### config.mk
export PLATFORM = sky130hd
export DESIGN_NAME = instr_encoder
export DESIGN_NICKNAME = d
export VERILOG_FILES = /design/src/rtl/cpu_pkg.sv /design/src/rtl/instr_pack.sv /design/src/rtl/instr_encoder.sv
export SDC_FILE = /design/constraint.sdc
export NUM_CORES = 1
export LEC_CHECK = 0
export ABC_AREA = 1
export CAP_MARGIN = 10
export CORE_MARGIN = 10
export CORE_UTILIZATION = 40
export DETAILED_ROUTE_END_ITERATION = 7
export GPL_ROUTABILITY_DRIVEN = 1
export PLACE_DENSITY_LB_ADDON = 0.05
export SYNTH_ARGS = -nofsm -noshare
export SYNTH_HDL_FRONTEND = slang
export SYNTH_SLANG_ARGS = --single-unit
### constraint.sdc
create_clock -name clk -period 2.2 [get_ports clk]
set_input_delay 0.22 -clock clk [delete_from_list [all_inputs] [get_ports clk]]
set_output_delay 0.22 -clock clk [all_outputs]
set_load 0.005 [all_outputs]
### src/rtl/cpu_pkg.sv
// Shared core types and the RV32I encoding constants used by the instruction encoder.
package cpu_pkg;

    typedef enum logic [2:0] {
        ALU_NOP = 3'd0,
        ALU_ADD = 3'd1,
        ALU_SUB = 3'd2,
        ALU_AND = 3'd3,
        ALU_OR  = 3'd4,
        ALU_XOR = 3'd5
    } alu_op_t;

    typedef enum logic [6:0] {
        OPCODE_OP     = 7'b0110011,
        OPCODE_OP_IMM = 7'b0010011
    } opcode_t;

    localparam logic [2:0]  FUNCT3_ADD_SUB = 3'b000;
    localparam logic [2:0]  FUNCT3_XOR     = 3'b100;
    localparam logic [2:0]  FUNCT3_OR      = 3'b110;
    localparam logic [2:0]  FUNCT3_AND     = 3'b111;
    localparam logic [6:0]  FUNCT7_BASE    = 7'b0000000;
    localparam logic [6:0]  FUNCT7_SUB     = 7'b0100000;
    localparam logic [31:0] INSTR_NOP      = 32'h0000_0013;

    typedef enum logic [1:0] {
        ENC_IDLE = 2'd0,
        ENC_HOLD = 2'd1,
        ENC_FULL = 2'd2
    } enc_state_t;

    function automatic logic [31:0] pack_r(input logic [6:0] funct7, input logic [4:0] rs2,
                                           input logic [4:0] rs1, input logic [2:0] funct3,
                                           input logic [4:0] rd);
        return {funct7, rs2, rs1, funct3, rd, OPCODE_OP};
    endfunction

    function automatic logic [31:0] pack_i(input logic [11:0] imm, input logic [4:0] rs1,
                                           input logic [2:0] funct3, input logic [4:0] rd);
        return {imm, rs1, funct3, rd, OPCODE_OP_IMM};
    endfunction

endpackage

### src/rtl/instr_pack.sv
// Combinational mapping of one symbolic ALU request to its RV32I word, with illegal-request flag.
module instr_pack
    import cpu_pkg::*;
(
    input  alu_op_t     op,
    input  logic        use_imm,
    input  logic [4:0]  rd,
    input  logic [4:0]  rs1,
    input  logic [4:0]  rs2,
    input  logic [11:0] imm,
    output logic [31:0] instr,
    output logic        illegal
);

    logic [2:0] funct3_s;
    logic [6:0] funct7_s;

    // Field selection and illegal-request detection
    always_comb begin
        funct3_s = FUNCT3_ADD_SUB;
        funct7_s = FUNCT7_BASE;
        illegal  = 1'b0;
        case (op)
            ALU_ADD: funct3_s = FUNCT3_ADD_SUB;
            ALU_SUB: begin
                funct3_s = FUNCT3_ADD_SUB;
                funct7_s = FUNCT7_SUB;
                illegal  = use_imm;      // there is no SUBI in RV32I
            end
            ALU_AND: funct3_s = FUNCT3_AND;
            ALU_OR:  funct3_s = FUNCT3_OR;
            ALU_XOR: funct3_s = FUNCT3_XOR;
            default: illegal  = 1'b1;
        endcase
    end

    // Word assembly; illegal requests collapse to the canonical NOP
    always_comb begin
        if (illegal) begin
            instr = INSTR_NOP;
        end else if (use_imm) begin
            instr = pack_i(imm, rs1, funct3_s, rd);
        end else begin
            instr = pack_r(funct7_s, rs2, rs1, funct3_s, rd);
        end
    end

endmodule

### src/rtl/instr_encoder.sv
// Sequential RV32I ALU-subset encoder: valid/ready requests in, machine words with
// sequential imem byte addresses out, stopping once the imem is full.
module instr_encoder
    import cpu_pkg::*;
#(
    parameter int unsigned ADDR_W = 10
) (
    input  logic              clk,
    input  logic              rst_n,
    input  logic              clear,
    input  logic              in_valid,
    output logic              in_ready,
    input  alu_op_t           in_op,
    input  logic              in_use_imm,
    input  logic [4:0]        in_rd,
    input  logic [4:0]        in_rs1,
    input  logic [4:0]        in_rs2,
    input  logic [11:0]       in_imm,
    output logic              out_valid,
    input  logic              out_ready,
    output logic [31:0]       out_instr,
    output logic [ADDR_W+1:0] out_addr,
    output logic              full,
    output logic              err
);

    localparam logic [ADDR_W-1:0] ADDR_LAST = {ADDR_W{1'b1}};
    localparam logic [ADDR_W-1:0] ADDR_ONE  = {{(ADDR_W-1){1'b0}}, 1'b1};

    enc_state_t        state_q, state_d;
    logic [ADDR_W-1:0] addr_q, addr_d;
    logic [31:0]       instr_q, instr_d;
    logic              valid_q, valid_d;
    logic              full_q, full_d;
    logic              err_q, err_d;

    logic [31:0] pack_instr_s;
    logic        pack_illegal_s;
    logic        last_s;
    logic        out_hs_s;
    logic        in_acc_s;

    instr_pack u_pack (
        .op      (in_op),
        .use_imm (in_use_imm),
        .rd      (in_rd),
        .rs1     (in_rs1),
        .rs2     (in_rs2),
        .imm     (in_imm),
        .instr   (pack_instr_s),
        .illegal (pack_illegal_s)
    );

    // Handshake qualifiers; in_ready deliberately has no path from in_valid
    always_comb begin
        last_s   = (addr_q == ADDR_LAST);
        out_hs_s = valid_q && out_ready;
        in_ready = (state_q == ENC_IDLE) || ((state_q == ENC_HOLD) && out_ready && !last_s);
        in_acc_s = in_valid && in_ready;
    end

    // Next-state logic; clear overrides every handshake in the same cycle
    always_comb begin
        state_d = state_q;
        addr_d  = addr_q;
        instr_d = instr_q;
        valid_d = valid_q;
        full_d  = full_q;
        err_d   = err_q;
        if (clear) begin
            state_d = ENC_IDLE;
            addr_d  = {ADDR_W{1'b0}};
            instr_d = 32'h0000_0000;
            valid_d = 1'b0;
            full_d  = 1'b0;
            err_d   = 1'b0;
        end else begin
            case (state_q)
                ENC_IDLE: begin
                    if (in_acc_s) begin
                        state_d = ENC_HOLD;
                        instr_d = pack_instr_s;
                        valid_d = 1'b1;
                        err_d   = err_q | pack_illegal_s;
                    end else begin
                        state_d = ENC_IDLE;
                    end
                end
                ENC_HOLD: begin
                    if (out_hs_s && last_s) begin
                        // counter parks on the last word instead of wrapping
                        state_d = ENC_FULL;
                        valid_d = 1'b0;
                        full_d  = 1'b1;
                    end else if (out_hs_s) begin
                        addr_d = addr_q + ADDR_ONE;
                        if (in_acc_s) begin
                            state_d = ENC_HOLD;
                            instr_d = pack_instr_s;
                            valid_d = 1'b1;
                            err_d   = err_q | pack_illegal_s;
                        end else begin
                            state_d = ENC_IDLE;
                            valid_d = 1'b0;
                        end
                    end else begin
                        state_d = ENC_HOLD;
                    end
                end
                ENC_FULL: state_d = ENC_FULL;
                default: begin
                    state_d = ENC_IDLE;
                    valid_d = 1'b0;
                end
            endcase
        end
    end

    // State and output registers
    always_ff @(posedge clk or negedge rst_n) begin
        if (!rst_n) begin
            state_q <= ENC_IDLE;
            addr_q  <= {ADDR_W{1'b0}};
            instr_q <= 32'h0000_0000;
            valid_q <= 1'b0;
            full_q  <= 1'b0;
            err_q   <= 1'b0;
        end else begin
            state_q <= state_d;
            addr_q  <= addr_d;
            instr_q <= instr_d;
            valid_q <= valid_d;
            full_q  <= full_d;
            err_q   <= err_d;
        end
    end

    assign out_valid = valid_q;
    assign out_instr = instr_q;
    assign out_addr  = {addr_q, 2'b00};
    assign full      = full_q;
    assign err       = err_q;

endmodule

==> impl_metrics.tcl, run 1 <==
set metrics [dict create \
    status "finished, violations left" \
    violations "negative hold slack" \
    ys_seq_area_share_pct 41.1 \
    diodes 0 \
    maxCapViolations 0 \
    tritoncts "done" \
    synth.area.top_cells "dfrtp_1 41%, nand2_1 18%, nand3_2 8.6%" \
    path_class "reg2out" \
    final_cells 482 \
    timing.final.max_slew_violations 0 \
    core-area_sq_um 6280 \
    clock_sinks 42 \
    cp.required_ns 1.98 \
    cts_max_path_buffers 2 \
    finalClockSkew_ns 0.00751 \
    place_congestion 0.782 \
    dpl.hpwl_um 4900 \
    grt_first_pass_wirelength_um 11600 \
    routed_wl_um 6760 \
    first_iter_violations 82 \
    slew_headroom_pct 63.1 \
    hold_slack_ns -0.00235 \
    finalPower_uw 1840 \
    drive_above_1_share_pct 12.6 \
    clkTransAtPathRegs_ns 0.08 \
    fin_crit_sh_pct 93.7 \
    dieArea_sq_um 10000 \
    num_rows 29 \
    endpoint_kind "primary output" \
    die_w_um 100 \
    setup_viol 0 \
    hold_buffers 0 \
    cts-root-buf "clkbuf_8" \
    antenna_found_initial 0 \
    final_nets 441 \
    p_int_uw 1310 \
    finalCriticalPeriod_ns 2.06 \
    yosysUniqueCellTypes 27 \
    synthArstFlopShare_pct 100 \
    start_kind "flop" \
    avgSynthCellArea_sq_um 7.78 \
    clock_insertion_delay_worst_skew_ns 0.29 \
    power.density_nw_per_um2 542 \
    port_buffers 78 \
    drt.antenna.violating_nets 0 \
    synthFlopType "dfrtp_1" \
    fmax_ghz 0.485 \
    ys_ff_latch 42 \
    h-tree-depth 2 \
    dp_cells 473 \
    hp-class "in2async" \
    synthesis.area_sq_um 2560 \
    first_global_vias 2374 \
    grt_max_degree 43 \
    power_frac_comb_pct 24.8 \
    ioPinCount 84 \
    synthAdderAreaFrac_pct 0.489 \
    synth_compound_area_share_pct 4.40 \
    start_util_pct 40.8 \
    grt_overflow 0 \
    synth_xor_xnor_area_share_pct 1.03 \
    synth_top_cell_area_share_pct 41.1 \
    drc 0 \
    synthCells 329 \
    drt_pass1_iterations 4 \
    cp.arrival_ns 1.84 \
    die_y_um 100 \
    avgViaCountPerCell 4.66 \
    synthMuxAreaShare_pct 0 \
    switching_share_pct 28.8 \
    worst_pin_slew_ns 0.553 \
    pwr-share-seq_pct 46.7 \
    rsz0062_at_grt "false" \
    track_usage_pct 14.0 \
    synth-simple-area-share_pct 40.6 \
    vias 2247 \
    clkPwrFrac_pct 28.5 \
    wl_per_cell_um 14.0 \
    cellLeakagePower_uw 0.00166 \
    tns_ns 0 \
    numCtsBuffers 5 \
    synth_enable_flop_cells 0 \
    netlist_top_cells_count "126 x nand2_1, 42 x dfrtp_1, 34 x nor2_1" \
    peakVddDrop_mv 0.263 \
    syn_to_final_growth_pct 32.7 \
    hold_violations 4 \
    synth_top_family_by_area "simple AND/OR/NAND/NOR gates" \
    yosys_warnings 0 \
    power.switching_uw 530 \
    synth_top_cell_by_area "dfrtp_1" \
    yosysMostFrequentCell "nand2_1" \
    critical_path.max_fanout 4 \
]
==> registers in the layout, summed over array words and instances, names as in the netlist <==
signal	cells
addr_q	10
err	1
full	1
out_instr	27
out_valid	1
state_q	2
==> logic make-up (layout without fill, tap and decap cells) <==
logic type	Yosys count	in the layout
compound gates	19	19
xor+xnor	3	3
fa+ha+maj	1	1
buf+inv	46	118
flops	42	42
other cells	1	5
simple gates	217	217
==> final cells by class <==
cell class,count,area [sq um]
tap,77,96.3
fill,645,2880
clock buffer,7,86.3
multi-input combinational,245,1220
inverter,25,98.8
sequential,42,1050
clock inverter,1,5.00
timing repair buffer,85,841
==> worst paths after layout <==
path                               startpoint  depth (start not counted)  slack [ns]             to
worst max register to register      addr_q[0]                         11        0.38   out_instr[5]
worst min-delay path                    rst_n                          2      -0.002      addr_q[9]
min in group clk                out_instr[19]                          2        0.47  out_instr[19]
max in group asynchronous               rst_n                          2        1.83  out_instr[20]
worst max-delay path                addr_q[1]                          7        0.14       in_ready
worst min register to register  out_instr[19]                          2        0.47  out_instr[19]
==> through the flow <==
| stage | setup slack (ns) | area, sq um | hold slack, ns | util (%) |
|---|---|---|---|---|
| after floorplan | 0.538 | 2570 | -0.0756 | - |
| after detailed placement | 0.285 | 3290 | 0.335 | 52.4 |
| final | 0.139 | 3390 | -0.00235 | 54.1 |
| after global placement | 0.320 | 3290 | 0.341 | 52.4 |
| after global routing | 0.0309 | 3390 | 0.0318 | 54.1 |
| after CTS | 0.0799 | 3390 | 0.0157 | 54.0 |
==> repair_timing <==
action,CTS,global route
resized for setup,0,2
buffers inserted,1,0
endpoints found under the setup margin,1,1
==> layer usage <==
metal,track usage (%),vias up,wire [um]
li1,-,1169,-
met1,15.4,1021,2750
met2,23.7,50,3320
met3,6.52,7,603
met4,4.02,0,90
met5,0,-,0
==> worst max-delay path, stage by stage, from the launching register on <==
cell and delay [ns]:
dfrtp_1 0.37, ha_2 0.21, nand2_1 0.11, nor2_4 0.13
nand3_2 0.13, nand2_2 0.10, nand2_4 0.06, clkdlybuf4s50_1 0.44
==> cell usage in the layout (no fill, tap or decap), types with 2 or more instances in the layout <==
cell type          n
clkdlybuf4s50_1   77
dfrtp_1           42
inv_1             22
nand3_2           22
xor2_1             3
nand2_4            4
nor2_1            34
o21ai_0           10
buf_4              6
conb_1             5
clkbuf_8           6
nor3_1             3
nand2_1          126
nand2_2            2
a21oi_1            6
nand3_1           16
inv_2              2
nand4_1            7
==> power groups by stage <==
stage	sequential, uW	combinational, uW	clock (uW)
2_1_floorplan	876	239	0
3_3_place_gp	874	457	0
3_5_place_dp	875	458	0
4_1_cts	858	466	543
5_1_grt	865	513	571
6_report	858	456	524
Note: power is estimated with default switching activity, not from simulation.
==> inputs of run 2 (changes only) <==
- GPL_TIMING_DRIVEN: not set -> 0
==> impl_metrics.tcl, run 2 (same netlist as run 1, synthesis figures left out) <==
set metrics [dict create \
    tritoncts "done" \
    first_iter_violations 70 \
    layout_commonest_cell "nand2_1" \
    die_y_um 100 \
    multi_input_area_sq_um 1220 \
    status "completed" \
    port_buffers 78 \
    power_frac_comb_pct 26.9 \
    r2r_slack_ns 0.46 \
    cts_max_path_buffers 2 \
    switching_share_pct 27.9 \
    wl_met1_um 2800 \
    grt_max_degree 30 \
    dpl.hpwl_um 5150 \
    die_w_um 100 \
    cts-root-buf "clkbuf_8" \
    hp-class "in2async" \
    place_congestion 0.774 \
    routed.top_layer "met4" \
    clock_sinks 42 \
    worst_pin_slew_ns 0.536 \
    fill_cells 579 \
    syn_to_final_growth_pct 39.5 \
    path_cells "ha_2 -> nand2_2 -> nor2_4 -> nand3_2 -> nand2_2 -> nand2_4 -> clkdlybuf4s50_1" \
    dr_wl_met3_um 604 \
    cp.required_ns 1.98 \
    hold_violations 0 \
    fmax_ghz 0.490 \
    final_cells 496 \
    finalClockSkew_ns 0.00605 \
    pwr-share-seq_pct 46.6 \
    met2_wirelength_um 3170 \
    core-area_sq_um 6280 \
    drt_pass1_iterations 4 \
    place_ws_ns 0.0663 \
    drc 0 \
    dieArea_sq_um 10000 \
    drt.antenna.violating_nets 0 \
    start_util_pct 40.8 \
    path_class "reg2out" \
    largest_reg_flops 27 \
    final_nets 457 \
    finalCriticalPeriod_ns 2.04 \
    seqCellArea_sq_um 1050 \
    fin_crit_sh_pct 92.9 \
    timing.final.max_slew_violations 0 \
    fin_ws_ns 0.157 \
    diodes 0 \
    crit_family "simple AND/OR/NAND/NOR gates" \
    maxCapViolations 0 \
    antenna_found_initial 0 \
    cpPeakStageDelay_ns 0.44 \
    peakVddDrop_mv 0.267 \
    drive_above_1_share_pct 15.0 \
    reg2regPathDepth 9 \
    crit_slowest_cell "clkdlybuf4s50_1" \
    ioPinCount 84 \
    final_cell_mix "125 x nand2_1, 77 x clkdlybuf4s50_1, 41 x dfrtp_1, 34 x nor2_1" \
    h-tree-depth 2 \
    clkTransAtPathRegs_ns 0.08 \
    start_kind "flop" \
    power.density_nw_per_um2 518 \
    routed_wl_um 6640 \
    grt_overflow 0 \
    p_int_uw 1330 \
    wl_per_cell_um 13.4 \
    power.switching_uw 515 \
    vias 2303 \
    setup_viol 0 \
    critical_path.max_fanout 6 \
    cp.arrival_ns 1.82 \
    post_cts_buffers 0 \
    critPathBufInv 1 \
    num_rows 29 \
    track_usage_pct 13.4 \
    post-route-util_pct 56.9 \
    tns_ns 0 \
    grt_first_pass_wirelength_um 11100 \
    cellLeakagePower_uw 0.00176 \
    endpoint_kind "primary output" \
    numCtsBuffers 5 \
    cpMostUsedCell "nand2_2" \
    clock_insertion_delay_worst_skew_ns 0.29 \
    clkPwrFrac_pct 26.6 \
    avgViaCountPerCell 4.64 \
    r2r_start "addr_q[0]" \
    rsz0062_at_grt "false" \
    slew_headroom_pct 64.1 \
    r2r-end "addr_q[9]" \
    dp_cells 489 \
    first_global_vias 2271 \
]
[run 2: power groups by stage]
stage | sequential (uW) | clock, uW | combinational [uW]
6_report | 860 | 491 | 497
5_1_grt | 868 | 538 | 552
4_1_cts | 859 | 513 | 506
3_5_place_dp | 874 | 0 | 503
3_3_place_gp | 873 | 0 | 498
2_1_floorplan | 876 | 0 | 239
[run 2: layer usage]
metal / vias up / GRT usage, %
met5: - / 0
met4: 0 / 3.80
met3: 6 / 5.91
met2: 62 / 22.4
met1: 1033 / 15.3
li1: 1202 / -
[run 2: repair_timing]
action,4_1_cts,5_1_grt
hold endpoints to repair,13,0
gates resized for setup,0,4
hold buffers,1,0
setup endpoints to repair,0,1
[run 2: through the flow]
stage	hold slack (ns)	instance area (sq um)	power (uW)
after floorplan	-0.0756	2570	1110
after global routing	0.380	3570	1960
after CTS	0.369	3560	1880
after detailed placement	0.150	3470	1380
after global placement	0.452	3450	1370
final	0.361	3570	1850
[run 2: worst register-to-register path: stages, from the launching register on]
cell	delay, ns
dfrtp_2	0.42
ha_2	0.22
nand2_2	0.08
nor2_4	0.12
nand3_2	0.11
nand2_1	0.12
nand2_1	0.17
buf_4	0.22
nand4_1	0.09
o21ai_0	0.09
[run 2: worst max-delay path by stage]
stage	from	to	slack [ns]	cells after the start
2_1_floorplan	addr_q[0]	out_instr[10]	0.54	12
3_3_place_gp	rst_n	out_instr[9]	-0.37	1
3_5_place_dp	in_use_imm	out_instr[17]	0.07	9
4_1_cts	addr_q[0]	in_ready	0.03	7
5_1_grt	addr_q[0]	in_ready	0.02	7
6_report	addr_q[0]	in_ready	0.16	7
[run 2: final cells by class]
class	instances	share of cell area [%]
Multi-Input combinational cell	245	34.1
Sequential cell	42	29.5
Tap cell	77	2.70
Timing Repair Buffer	80	22.6
Clock buffer	6	2.31
Inverter	25	2.77
Buffer	21	6.03
==> inputs of run 3 (changes only) <==
- clock period: 2.2 -> 2.3 ns (I/O delays scaled with it)
==> impl_metrics.tcl, run 3 (same netlist as run 1, synthesis figures left out) <==
set metrics [dict create \
    clock_insertion_delay_worst_skew_ns 0.29 \
    fin_crit_sh_pct 91.6 \
    drc 0 \
    final_nets 457 \
    h-tree-depth 2 \
    final_cells 496 \
    final_cell_mix "126 x nand2_1, 77 x clkdlybuf4s50_1, 41 x dfrtp_1, 34 x nor2_1" \
    hp-class "in2async" \
    slew_headroom_pct 65.1 \
    track_usage_pct 13.4 \
    first_iter_violations 55 \
    grt_overflow 0 \
    r2r_start "addr_q[0]" \
    routed_wl_um 6670 \
    cp.arrival_ns 1.88 \
    post-route-util_pct 56.7 \
    drt_pass1_iterations 4 \
    busiest_layer "met2" \
    r2r-end "addr_q[9]" \
    cts-root-buf "clkbuf_8" \
    cp.required_ns 2.07 \
    tritoncts "done" \
    worst_pin_slew_ns 0.522 \
    grt_util_met3_pct 5.91 \
    path_cells "ha_1 -> nand2_1 -> nor2_2 -> nand3_2 -> nand2_2 -> nand2_4 -> clkdlybuf4s50_1" \
    r2r_slack_ns 0.50 \
    clock_sinks 42 \
    clkTransAtPathRegs_ns 0.08 \
    crit_start "addr_q[0]" \
    die_w_um 100 \
    diodes 0 \
    layout_commonest_cell "nand2_1" \
    finalClockSkew_ns 0.00590 \
    peakVddDrop_mv 0.259 \
    grt_first_pass_wirelength_um 11100 \
    crit_end "in_ready" \
    num_rows 29 \
    drive_above_1_share_pct 14.6 \
    start_util_pct 40.8 \
    setup_viol 0 \
    dpl.hpwl_um 5150 \
    met1_usage_pct 15.3 \
    wl_per_cell_um 13.4 \
    port_buffers 78 \
    dp_cells 489 \
    drt.antenna.violating_nets 0 \
    power.density_nw_per_um2 496 \
    place_ws_ns 0.156 \
    syn_to_final_growth_pct 39.1 \
    numCtsBuffers 5 \
    met2_usage_pct 22.4 \
    fill_cells 580 \
    place_congestion 0.774 \
    dieArea_sq_um 10000 \
    status "completed" \
    antenna_found_initial 0 \
    grt_max_degree 30 \
    endpoint_kind "primary output" \
    vias 2291 \
    fin_ws_ns 0.194 \
    fmax_ghz 0.475 \
    post_cts_buffers 0 \
    tns_ns 0 \
    maxCapViolations 0 \
    hold_slack_ns 0.373 \
    cellLeakagePower_uw 0.00176 \
    largest_reg_flops 27 \
    core-area_sq_um 6280 \
    cpPeakStageDelay_ns 0.44 \
    critical_path.max_fanout 6 \
    cts_max_path_buffers 2 \
    timing.final.max_slew_violations 0 \
    start_kind "flop" \
    path_class "reg2out" \
    crit_slowest_cell "clkdlybuf4s50_1" \
    rsz0062_at_grt "false" \
    ioPinCount 84 \
    die_y_um 100 \
    finalCriticalPeriod_ns 2.11 \
    first_global_vias 2271 \
    reg2regPathDepth 9 \
    hold_violations 0 \
    avgViaCountPerCell 4.62 \
]
run 3: cell types whose count changed in the layout (fill, tap and decap cells not counted):
cell / change
nor2_4: -1
ha_1: +1
nor2_2: +1
nand2_1: +1
nand2_2: -1
ha_2: -1
run 3: where the power goes:
group	switching [uW]	internal (uW)	total, uW
logic	221	253	475
registers	33.2	789	822
clock network	238	232	470
run 3: per-stage QoR:
stage | area (sq um) | power [uW]
floorplan | 2570 | 1070
global placement | 3450 | 1310
detailed placement | 3470 | 1320
CTS | 3560 | 1800
global route | 3560 | 1870
finish | 3560 | 1770
run 3: metal layers:
layer / vias to the layer above / share of wire [%]
met5: - / 0
met3: 2 / 8.2
li1: 1201 / -
met2: 53 / 48
met1: 1035 / 43
met4: 0 / 0.48
run 3: what timing repair did:
item	in CTS	in global routing
setup endpoints to repair	0	1
hold buffers	1	0
gates resized for setup	0	1
hold endpoints to repair	13	0
run 3: how the worst min path moves through the flow:
stage	startpoint	to	depth (start not counted)
after floorplan	rst_n	addr_q[0]	0
after global placement	out_instr[21]	out_instr[21]	2
after detailed placement	rst_n	addr_q[9]	1
after CTS	rst_n	addr_q[9]	2
after global routing	rst_n	addr_q[9]	2
final	rst_n	addr_q[9]	2
run 3: layout make-up:
cell class / instances / area, sq um / area share, %
Buffer: 21 / 215 / 6.05
Inverter: 25 / 98.8 / 2.78
Sequential cell: 42 / 1050 / 29.6
Tap cell: 77 / 96.3 / 2.71
Multi-Input combinational cell: 245 / 1210 / 34.0
Timing Repair Buffer: 80 / 806 / 22.6
Clock buffer: 6 / 82.6 / 2.32
run 3: worst max-delay path, delay by kind of cell (launching register included):
kind | cells | cell delay, ns
flops | 1 | 0.41
buf+inv | 1 | 0.44
fa+ha+maj | 1 | 0.21
simple gates | 5 | 0.53
==> variant, RTL diff (config.mk and constraints of run 2) <==
The parameter `ADDR_W` goes from 10 to 9.
--- a/src/rtl/instr_encoder.sv
+++ b/src/rtl/instr_encoder.sv
@@ -5,3 +5,3 @@
 #(
-    parameter int unsigned ADDR_W = 10
+    parameter int unsigned ADDR_W = 9
 ) (
Ports: changed (resized out_addr); port bits go from 84 to 83. No check against the original RTL was run, so the function may have changed too.
==> variant against run 2 <==
Power is 3.8% higher; hold slack better by 15 ps; sequential share of layout area is 0.47 points higher; routed wire length is 3.7% lower; sequential cell count fell by 1; non-clock buffer count increased by 2; synthesized area decreased by 8.4%; design area decreased by 3.9%; synthesized cell count fell by 0.91%; worst setup slack better by 37 ps; largest cell class unchanged; highest routed layer unchanged.
==> variant: results (changes against run 2) <==
Status
The flow ran to the end, and the final reports show no timing, DRC or antenna violations.

Setup path
The reg-to-reg setup timing slack is 270 ps (-190 ps). The count of cells along the worst register-to-register path was 13 (+4). The worst path arrival time was 1790 ps (-30 ps). Among all stages on the critical path, the largest delay is contributed by dfrtp_1.

The top fanout value on the critical path is 2 (-4). The delay of the slowest cell on the worst path is 410 ps (-30 ps). The worst register-to-register path ends at out_instr[22]$_DFFE_PN0P_.

Yosys
In the post-synthesis netlist, the biggest area contributors are dfrtp_1 (44%), nand2_1 (26%), nand3_1 (4.9%). The count of cell types in the netlist is 29 (+7.4%). Ranked by instance count, the synthesized netlist is headed by nand2_1 (162), dfrtp_1 (41), nor2_1 (25). The Yosys warning count came to 0 (unchanged). The part of the Yosys area used for sequential elements was 0.438 (+0.0270). The gate count of the mapped netlist is 326 (-0.91%).

Timing
The final hold slack is 376 ps (+15.3 ps). The setup clock skew after layout is 9.30 ps (+3.24 ps).

GRT
The overall fraction of global-route tracks in use came to 0.143 (+0.00821). The wire length of the first global-routing pass is 10.7 mm (-4.3%). The pin count of the biggest net entering global routing came to 27 (-10%).

Clocking
The H-tree depth was 2 (unchanged).

Finish
The number of diodes added for antenna fixing came to 0 (unchanged). The share of post-route cells with drive strength above 1 came to 0.135 (-0.0156). The number of inserted filler cells in the final layout was 572 (-1.2%). The final-stage net count is 460 (+0.66%).

Placed design
The number of port buffers came to 77 (-1.3%). The post-detailed-placement cell area is 3230 µm² (-6.7%). The post-placement cell count is 480 (-1.8%). The sum of net half-perimeters after detailed placement is 4.84 mm (-6.0%). The routability congestion estimate came to 0.798 (+3.1%).

Power and ir drop
The leakage power is 1.74 nW (-0.93%). The peak ir drop on the vdd network is 0.000345 V (+29%).

Route
The number of detailed-routing iterations run before antenna repair is 4 (unchanged). The average wire length per cell after detail routing came to 12.9 µm (-3.5%). The ratio of routed vias to standard cells came to 4.57 (-1.6%). The via count came to 2,262 (-1.8%). The number of violations reported at the end of detailed-routing iteration 0 is 57 (-19%).
## variant: kinds of logic (layout without fill, tap and decap cells)
| family | count (synthesis) | after routing | synth area share |
|---|---|---|---|
| buffers and inverters | 38 | 131 | 0.0929 |
| other | 1 | 5 | 0.00160 |
| and+or+nand+nor | 234 | 234 | 0.424 |
| AOI/OAI and AO/OA | 10 | 10 | 0.0326 |
| adders and majority gates | 2 | 2 | 0.0107 |
| DFF | 41 | 41 | 0.438 |
## variant: where the power goes
| group | internal [W] | leakage, nW | switching (W) |
|---|---|---|---|
| clock | 0.000369 | 0.0574 | 0.000273 |
| sequential | 0.000800 | 0.552 | 0.0000303 |
| combinational | 0.000235 | 1.13 | 0.000210 |
| total | 0.00140 | 1.74 | 0.000514 |
## variant: metrics by stage
stage	setup slack [ps]	total power (W)	util
2_1_floorplan	343	0.00105	-
3_3_place_gp	-287	0.00129	0.574
5_1_grt	83.4	0.00203	0.612
4_1_cts	170	0.00195	0.612
6_report	194	0.00192	0.612
3_5_place_dp	12.7	0.00129	0.577
## variant: what timing repair did
item	in CTS	in global routing
resized for setup	6	0
setup endpoints to repair	20	0
hold buffers	1	0
hold endpoints to repair	15	0
setup buffers	6	0
## variant: final cells by class
cell class	instances	share of cell area
clock inverter	2	0.0109
inverter	20	0.0219
multi-input combinational	251	0.331
clock buffer	6	0.0241
buffer	18	0.0416
sequential	41	0.300
tap	72	0.0263
timing repair buffer	85	0.245
## variant: worst max path at each step
stage	from	end	slack [ps]	cells past startpoint
5_1_grt	addr_q[2]$_DFFE_PN0P_	in_ready	80	9
3_3_place_gp	rst_n	out_instr[23]$_DFFE_PN0P_	-290	1
2_1_floorplan	addr_q[0]$_DFFE_PN0P_	out_instr[10]$_DFFE_PN0P_	340	13
4_1_cts	addr_q[0]$_DFFE_PN0P_	in_ready	170	8
3_5_place_dp	addr_q[0]$_DFFE_PN0P_	out_instr[22]$_DFFE_PN0P_	10	13
6_report	addr_q[0]$_DFFE_PN0P_	in_ready	190	8
## variant: routing by layer
| layer | wire, µm | GRT usage | up-vias |
|---|---|---|---|
| met1 | 2740 | 0.167 | 1006 |
| li1 | - | - | 1188 |
| met3 | 693 | 0.0632 | 6 |
| met4 | 74 | 0.0436 | 0 |
| met2 | 2880 | 0.231 | 62 |
| met5 | 0 | 0 | - |
